===== config.mk =====
export PLATFORM = sky130hd
export DESIGN_NAME = transmitter
export DESIGN_NICKNAME = d
export VERILOG_FILES = /design/src/rtl/transmitter.sv
export SDC_FILE = /design/constraint.sdc
export NUM_CORES = 1
export LEC_CHECK = 0
export CAP_MARGIN = 20
export CORE_MARGIN = 2
export CORE_UTILIZATION = 48
export CTS_CLUSTER_DIAMETER = 60
export DETAILED_ROUTE_END_ITERATION = 10
export GPL_ROUTABILITY_DRIVEN = 1
export HOLD_SLACK_MARGIN = 0.02
export PLACE_DENSITY_LB_ADDON = 0.15
export SKIP_LAST_GASP = 1
export SLEW_MARGIN = 20
export SYNTH_ARGS = -nofsm -noshare
export SYNTH_HDL_FRONTEND = slang
export SYNTH_SLANG_ARGS = --single-unit

===== constraint.sdc =====
create_clock -name clk -period 1.65 [get_ports clk]
set_input_delay 0.33 -clock clk [delete_from_list [all_inputs] [get_ports clk]]
set_output_delay 0.33 -clock clk [all_outputs]
set_load 0.02 [all_outputs]

===== src/rtl/transmitter.sv =====
// Serial frame transmitter: start bit (0), DATA_BITS data bits LSB first, stop bit (1).
// The line idles high and each bit lasts CLK_DIV clk cycles.
module transmitter #(
  parameter int CLK_DIV   = 16,
  parameter int DATA_BITS = 8
) (
  input  logic                 clk,
  input  logic                 rst,
  input  logic [DATA_BITS-1:0] tx_data,
  input  logic                 tx_en,
  output logic                 dout,
  output logic                 tx_status,
  output logic                 tx_done
);

  localparam int BW = (CLK_DIV > 1) ? $clog2(CLK_DIV) : 1;
  localparam int CW = (DATA_BITS > 1) ? $clog2(DATA_BITS) : 1;
  localparam logic [BW-1:0] BAUD_LAST = BW'(CLK_DIV - 1);
  localparam logic [CW-1:0] BIT_LAST  = CW'(DATA_BITS - 1);

  typedef enum logic [1:0] {
    IDLE  = 2'd0,
    START = 2'd1,
    DATA  = 2'd2,
    STOP  = 2'd3
  } state_e;

  state_e               state_q, state_d;
  logic [BW-1:0]        baud_q, baud_d;
  logic [CW-1:0]        bit_q, bit_d;
  logic [DATA_BITS-1:0] shreg_q, shreg_d;
  logic                 dout_q, dout_d;
  logic                 status_q, status_d;
  logic                 done_q, done_d;

  // Next-state and registered-output logic for the frame sequencer
  always_comb begin
    state_d  = state_q;
    baud_d   = baud_q;
    bit_d    = bit_q;
    shreg_d  = shreg_q;
    dout_d   = dout_q;
    status_d = status_q;
    done_d   = 1'b0;
    case (state_q)
      IDLE: begin
        baud_d   = '0;
        bit_d    = '0;
        dout_d   = 1'b1;
        status_d = 1'b0;
        if (tx_en) begin
          shreg_d  = tx_data;
          state_d  = START;
          dout_d   = 1'b0;
          status_d = 1'b1;
        end else begin
          state_d  = IDLE;
        end
      end
      START: begin
        if (baud_q == BAUD_LAST) begin
          baud_d  = '0;
          bit_d   = '0;
          state_d = DATA;
          dout_d  = shreg_q[0];
        end else begin
          baud_d  = baud_q + 1'b1;
        end
      end
      DATA: begin
        if (baud_q == BAUD_LAST) begin
          baud_d = '0;
          if (bit_q < BIT_LAST) begin
            shreg_d = shreg_q >> 1'b1;
            bit_d   = bit_q + 1'b1;
            dout_d  = shreg_d[0];
          end else begin
            state_d = STOP;
            dout_d  = 1'b1;
          end
        end else begin
          baud_d = baud_q + 1'b1;
        end
      end
      STOP: begin
        dout_d = 1'b1;
        if (baud_q == BAUD_LAST) begin
          baud_d   = '0;
          state_d  = IDLE;
          status_d = 1'b0;
          done_d   = 1'b1;
        end else begin
          baud_d   = baud_q + 1'b1;
        end
      end
      default: begin
        state_d  = IDLE;
        baud_d   = '0;
        bit_d    = '0;
        dout_d   = 1'b1;
        status_d = 1'b0;
      end
    endcase
  end

  // State register; reset wins over any frame in flight
  always_ff @(posedge clk) begin
    if (rst) begin
      state_q  <= IDLE;
      baud_q   <= '0;
      bit_q    <= '0;
      shreg_q  <= '0;
      dout_q   <= 1'b1;
      status_q <= 1'b0;
      done_q   <= 1'b0;
    end else begin
      state_q  <= state_d;
      baud_q   <= baud_d;
      bit_q    <= bit_d;
      shreg_q  <= shreg_d;
      dout_q   <= dout_d;
      status_q <= status_d;
      done_q   <= done_d;
    end
  end

  assign dout      = dout_q;
  assign tx_status = status_q;
  assign tx_done   = done_q;

endmodule


Word level (Yosys, flattened, before mapping):

Index checks and enable logic that the tools add are counted.

* flip-flop bits (word level): 20
* bits in latches: 0
* RAM bits: 0
* memory bits (read-only): 0
* input bits: 11
* memories: 0

* $add $sub $neg: 2
* multiply operators: 0
* divide/modulo/power cells: 0
* $lt $le $gt $ge: 1
* eq/ne operators: 10
* shift operators: 0
* mux-type cells: 25
* bitwise gates (word level): 1
* reduce and logical (&&, ||, !) cells: 11

Operator list (number)
* $mux 8: 3
* $pmux 8 s2: 1
* $ne 2x2->1 const B: 6
* $reduce_and 4->1: 3
* $mux 3: 3
* $pmux 3 s3: 1
* $mux 1: 8
* $mux 2: 4
* $pmux 2 s4: 1
* $pmux 4 s2: 1
* $add 4x1->4 const B: 1
* $eq 2x2->1 const B: 2
* $eq 4x4->1 const B: 1
* $mux 4: 1
* $pmux 1 s4: 1
* $reduce_and 2->1: 2
* $reduce_bool 2->1: 2
* $add 3x1->3 const B: 1
* $lt 3x3->1 const B: 1
* $reduce_bool 3->1: 1
* $reduce_or 3->1: 1
* $eq 2x1->1 const B: 1
* $logic_not 2->1: 1
* $pmux 1 s2: 1
* 2 further kinds: 2

Depth between registers and ports, before layout:

Gate-level depths: netlist of run 1.

* word-level depth: 4
* mapped depth: 7
* gate-level depth less buffers: 5

Worst setup path before layout of run 1:

No wires, ideal clock.

* path kind: register to register
* start: register state_q[0]
* end: register state_q[0]
* setup time: 121 ps
* data arrival time: 1619 ps
* data required time: 1529 ps
* setup slack: -90 ps
* cell stages (with the launch flop): 7
* period minus slack after synthesis: 1740 ps
* path through: dfxtp_1 -> inv_1 -> ha_1 -> buf_2 -> or3_1 -> o211ai_1 -> mux2_2

* word-level cells in the longest chain between the ends: 3
* elaborated cells between the ends (all ways): 10
* classes of those cells: eq/ne: 7; mux: 1; reduce/logical: 2

Ends and longest elaborated chain
* from (decl): RTL line 28 `state_e state_q, state_d;`
* from (signal assigned): RTL line 117 `state_q <= state_d;`
* $eq 2x2->1 or $eq 2x1->1 (tied branches): RTL line 45 `case (state_q)`
* $ne 2x2->1 (no source line)
* $reduce_and 4->1 (no source line)

Parallel ways exist; a longest one is shown, timed or not.
A chain may end at the register's enable or synchronous reset.

Worst setup path after layout of run 1:

Ends and elaborated chain as after synthesis.

==> results of run 1 <==
-- timing repair --
action                     CTS  global route
setup endpoints to repair   12            13
pin swaps                    3             3
resized for setup            9             9
buffers inserted             1             3
hold buffers                 0             0
-- per-stage QoR --
stage                     hold slack, ns   util  instances
after floorplan                    0.418      -        114
after global placement             0.429  0.631        169
after detailed placement           0.437  0.631        169
after CTS                          0.462  0.673        174
after global routing               0.454  0.699        177
final                              0.430  0.699        177
-- cells in the final DEF (no fill, tap or decap), types with 2 or more instances in the layout --
cell and count:
buf_4 23, dfxtp_1 17, nor2_1 14, clkdlybuf4s50_1 12
mux2i_1 8, nor2b_1 8, mux2_4 8, nand2_1 6
inv_1 3, ha_2 3, clkbuf_4 3, nand3_1 2
and3_2 2, a311oi_1 2, nor3_1 2, o21ai_0 2
o211ai_1 2, ha_1 2, dfxtp_2 2
-- logic make-up after synthesis --
| group | after synthesis | share of synthesized area |
|---|---|---|
| AO/OA/AOI/OAI | 15 | 0.104 |
| XOR/XNOR | 2 | 0.0160 |
| adder cells (fa/ha/maj) | 6 | 0.0684 |
| buffers and inverters | 10 | 0.0445 |
| flip-flops | 20 | 0.365 |
| multiplexers | 17 | 0.188 |
| AND/OR/NAND/NOR | 44 | 0.214 |
-- state kept, by name (all words and copies together) (netlist names) --
register	count
tx_done	1
shreg_q	8
bit_q	3
baud_q	4
state_q	2
dout	1
tx_status	1
-- cell type report --
class / count / area share
well taps: 28 / 0.0229
flip-flops and latches: 20 / 0.266
multi-input cells: 84 / 0.459
clock inverters: 1 / 0.0196
clock buffers: 3 / 0.0147
repair buffers: 37 / 0.207
inverters: 4 / 0.0114
-- report_power, final --
part | internal [mW] | switching [mW] | leakage [nW]
clock | 0.246 | 0.162 | 0.0279
sequential | 0.621 | 0.0893 | 0.165
combinational | 0.857 | 0.638 | 0.456
-- layer usage --
layer / vias up / part of all wire
met4: 0 / 0.010
met1: 451 / 0.46
met5: - / 0
met2: 17 / 0.49
met3: 2 / 0.044
li1: 477 / -
-- worst min path at each step --
stage	slack (ns)	to	depth (start not counted)	startpoint
6_report	0.43	baud_q[0]$_SDFF_PP0_	1	baud_q[0]$_SDFF_PP0_
5_1_grt	0.45	baud_q[0]$_SDFF_PP0_	1	baud_q[0]$_SDFF_PP0_
4_1_cts	0.46	baud_q[0]$_SDFF_PP0_	1	baud_q[0]$_SDFF_PP0_
3_5_place_dp	0.44	baud_q[0]$_SDFF_PP0_	1	baud_q[0]$_SDFF_PP0_
3_3_place_gp	0.43	baud_q[0]$_SDFF_PP0_	1	baud_q[0]$_SDFF_PP0_
2_1_floorplan	0.42	baud_q[0]$_SDFF_PP0_	1	baud_q[0]$_SDFF_PP0_
-- synth_stat cells (2+ instances only) --
master	number
nand2_1	6
inv_1	4
and3_2	2
nand3_1	2
mux2i_1	9
dfxtp_1	20
ha_1	6
nor2b_1	8
mux2_4	7
buf_2	2
a311oi_1	2
a21oi_1	2
nor2_1	14
nor3_1	2
o21ai_0	2
clkbuf_1	2
o211ai_1	2
-- critical path, delay by kind of cell (launching register included) --
family | cells | cell delay [ns]
compound gates | 1 | 0.19
fa+ha+maj | 1 | 0.16
buf+inv | 3 | 0.30
flops | 1 | 0.37
mux | 1 | 0.33
simple gates | 1 | 0.18
==> flow_summary.toml, run 1 <==
[drt]
wl_per_cell_um = 14.3
via_count = 947
wirelength_mm = 2.53
drt-pass1-iter-count = 4
drc = 0
via_per_inst = 5.35
drt_iter0_markers = 8
ant_nets = 0

[global_route]
antenna_found_initial = 0
grt_most_used_layer = "met2"
grtUsageMet3 = 0.0603
grt_max_degree = 15
grt_use_met2 = 0.340
grt_use_total = 0.206
grt_pass1_wl_mm = 4.02
grt_pass1_vias = 909
grt.overflow.total = 0
globalRouteMet1Util = 0.262

[synthesis]
yosysWarnings = 0
ys_async_sr_fraction = 0
yosys_register_bits = 20
synth_fp_nets = 131
syn_inst = 114
synth-main-ff-cell = "dfxtp_1"
yosysUniqueCellTypes = 39
synth.avg_cell_area_um2 = 9.63
synth-edff-count = 0
yosysTopAreaCell = "dfxtp_1"
yosysTopAreaCellShare = 0.365
synth_seq_area_share = 0.365
synthesis.area_mm2 = 0.00110
synthTopCellsByArea = "dfxtp_1, mux2_4, mux2i_1"

[clock_network]
cts.sinks = 20
insertion_delay_ns = 0.32
cts_tree = "yes"
cts_buffers = 3
clk_path_buf_depth = 2
htree_num_levels = 1
cts-root-buf = "clkbuf_4"
clk_pin_slew_ns = 0.13

[worst_setup_path]
worst_r2r_path_depth = 7
crit_required_ns = 1.84
worstReg2RegEnd = "state_q[0]$_SDFFE_PP0P_"
rrSetupSlack_ns = 0.01
path_class = "reg2reg"
path_max_fanout = 4
critPathCaptureType = "flop"
crit_path_max_incr_delay_ns = 0.37
slowest_stage = "dfxtp_2"
endpoint = "state_q[0]$_SDFFE_PP0P_"
crit_chain = "inv_4, ha_4, buf_6, buf_4, nand4b_1, o211ai_1, mux2_4"
startpoint = "state_q[0]$_SDFFE_PP0P_"
rr_startpoint = "state_q[0]$_SDFFE_PP0P_"
crit_arrival_ns = 1.83
worstSetupStartpointType = "flop"

[timing]
tns_ns = 0
fmax_mhz = 611
setup_viol = 0
worst_slack_ns = 0.0124
hold_viol_final = 0
worst_slew_pin_slew_ns = 0.329
rsz0062_at_grt = "true"
fin_crit_sh = 0.993
slew_viol_final = 0
fin_crit_ns = 1.64
max_slew_margin = 0.780
skew_ns = 0.0240

[status]
status = "finished clean"

[final_layout]
fill_cells = 173
multi_input_area_um2 = 703
final_area_mm2 = 0.00153
diodes = 0
area_growth_pct = 39.6
ff_latch_area_um2 = 407
fin_nets = 167
drive_above_1_share = 0.362

[power_and_ir_drop]
power.density_mw_per_mm2 = 1710
p_total_mw = 2.61
ir_worst_vdd_uv = 1260
power_leakage_nw = 0.649

[floorplan]
rows = 17
die_area_mm2 = 0.00268
fp.dieW_um = 51.8
start_util = 0.501
pin_count = 14
core-area_mm2 = 0.00219
die_h_um = 51.8

[place]
dp_hpwl_mm = 1.72
io_buffers = 13
preCtsSetupSlack_ns = -0.198
gp_congestion = 0.812
place_area_mm2 = 0.00138

[worst_hold_path]
hold_class = "reg2reg"

[flow_run]
cap_violations = 0
No activity file was read; power rests on OpenSTA's default activity.
==> inputs of run 2 (changes only) <==
--- a/config.mk
+++ b/config.mk
@@ -7,7 +7,7 @@
 export LEC_CHECK = 0
 export CAP_MARGIN = 20
 export CORE_MARGIN = 2
-export CORE_UTILIZATION = 48
+export CORE_UTILIZATION = 40
 export CTS_CLUSTER_DIAMETER = 60
 export DETAILED_ROUTE_END_ITERATION = 10
 export GPL_ROUTABILITY_DRIVEN = 1
==> run 2 against run 1 <==
  * Hold slack improved by 0.052 ns
  * Clock skew down 0.023 ns
  * Critical path depth unchanged
  * Design area down 2.1%
  * Critical path type unchanged
  * Largest cell class unchanged
  * Highest routed layer unchanged
==> flow_summary.toml, run 2 (synthesis gave the netlist of run 1 again) <==
[floorplan]
pin_count = 14
rows = 18
die_area_mm2 = 0.00318
fp.dieW_um = 56.4
core-area_mm2 = 0.00254
start_util = 0.431
die_h_um = 56.4

[global_route]
grt_pass1_vias = 915
grt_pass1_wl_mm = 3.99
grt_use_total = 0.159
grt.overflow.total = 0
antenna_found_initial = 0
grt_max_degree = 18

[drt]
drt_iter0_markers = 15
drc = 0
via_count = 919
wl_per_cell_um = 13.0
drt-pass1-iter-count = 4
wirelength_mm = 2.29
via_per_inst = 5.22
ant_nets = 0

[timing]
skew_ns = 0.00122
slew_viol_final = 0
worst_slack_ns = 0.00589
fin_crit_ns = 1.64
rsz0062_at_grt = "true"
max_slew_margin = 0.818
holdWs_ns = 0.482
setup_viol = 0
fin_crit_sh = 0.996
fmax_mhz = 608
hold_viol_final = 0
worst_slew_pin_slew_ns = 0.266

[flow_run]
cap_violations = 0

[power_and_ir_drop]
power_leakage_nw = 0.621
p_total_mw = 2.31
power.density_mw_per_mm2 = 1540
ir_worst_vdd_uv = 975

[worst_setup_path]
worstSetupStartpointType = "flop"
path_class = "reg2reg"
critPathCaptureType = "flop"
crit_required_ns = 1.84
crit_arrival_ns = 1.84
path_max_fanout = 5

[final_layout]
layout_commonest_cell = "buf_4"
fin_nets = 165
regMostFlops = "shreg_q"
drive_above_1_share = 0.336
area_growth_pct = 36.6
instances_no_fill = 176
largest_reg_flops = 8
final_cell_mix = "buf_4, dfxtp_1, nor2_1"
diodes = 0
reg_top3 = "shreg_q: 8 flops, baud_q: 4 flops, bit_q: 3 flops"

[clock_network]
htree_num_levels = 1
cts-root-buf = "clkbuf_4"
insertion_delay_ns = 0.29
clk_pin_slew_ns = 0.11
cts.sinks = 20
cts_buffers = 3
cts_tree = "yes"
clk_path_buf_depth = 2

[worst_hold_path]
hold_class = "reg2reg"

[place]
gp_congestion = 0.780
dp_cells = 172
io_buffers = 13
preCtsSetupSlack_ns = -0.195
dp_hpwl_mm = 1.70

[status]
status = "finished clean"
==> run 2: worst paths after layout <==
check,cells past startpoint,slack [ns],to,from
worst max-delay path,7,0.006,state_q[0]$_SDFFE_PP0P_,state_q[0]$_SDFFE_PP0P_
worst min-delay path,2,0.48,tx_status$_SDFFE_PP0P_,tx_status$_SDFFE_PP0P_
worst max register to register,7,0.006,state_q[0]$_SDFFE_PP0P_,state_q[0]$_SDFFE_PP0P_
worst min register to register,2,0.48,tx_status$_SDFFE_PP0P_,tx_status$_SDFFE_PP0P_
==> run 2: through the flow <==
| stage | setup TNS (ns) | cell area [um2] | utilization |
|---|---|---|---|
| CTS | -0.0300 | 1460 | 0.573 |
| global route | -0.154 | 1500 | 0.589 |
| finish | 0 | 1500 | 0.589 |
| detailed placement | -1.57 | 1390 | 0.547 |
| floorplan | 0 | 1110 | - |
| global placement | -1.30 | 1390 | 0.547 |
==> run 2: metal layers <==
layer / part of all wire / wire length, um / track usage / vias to the layer above
met4: 0.0065 / 15 / 0.0714 / 0
met3: 0.035 / 80 / 0.0253 / 2
met2: 0.48 / 1110 / 0.261 / 12
met1: 0.47 / 1090 / 0.203 / 434
li1: - / - / - / 471
met5: 0 / 0 / 0 / -
==> run 2: final cells by class <==
class / count / area (um2)
fillers: 226 / 1050
multi-input cells: 84 / 717
flip-flops and latches: 20 / 405
repair buffers: 35 / 299
well taps: 30 / 37.5
clock buffers: 3 / 22.5
inverters: 4 / 17.5
==> run 2: worst max-delay path, cell delays in order, from the launching register on <==
cell	delay [ns]
dfxtp_2	0.37
inv_4	0.05
ha_4	0.16
buf_4	0.14
buf_6	0.12
nand4b_1	0.17
o211ai_1	0.17
mux2_2	0.37
==> run 2: report_power, final <==
part / total [mW] / internal [mW] / switching, mW
logic: 1.39 / 0.791 / 0.594
clock network: 0.231 / 0.0849 / 0.146
registers: 0.697 / 0.619 / 0.0784
total: 2.31 / 1.50 / 0.819
==> run 2: what timing repair did <==
item,in CTS,in global routing
setup buffers,1,0
setup endpoints to repair,13,13
pin swaps,2,0
resized for setup,9,7
hold buffers,0,0
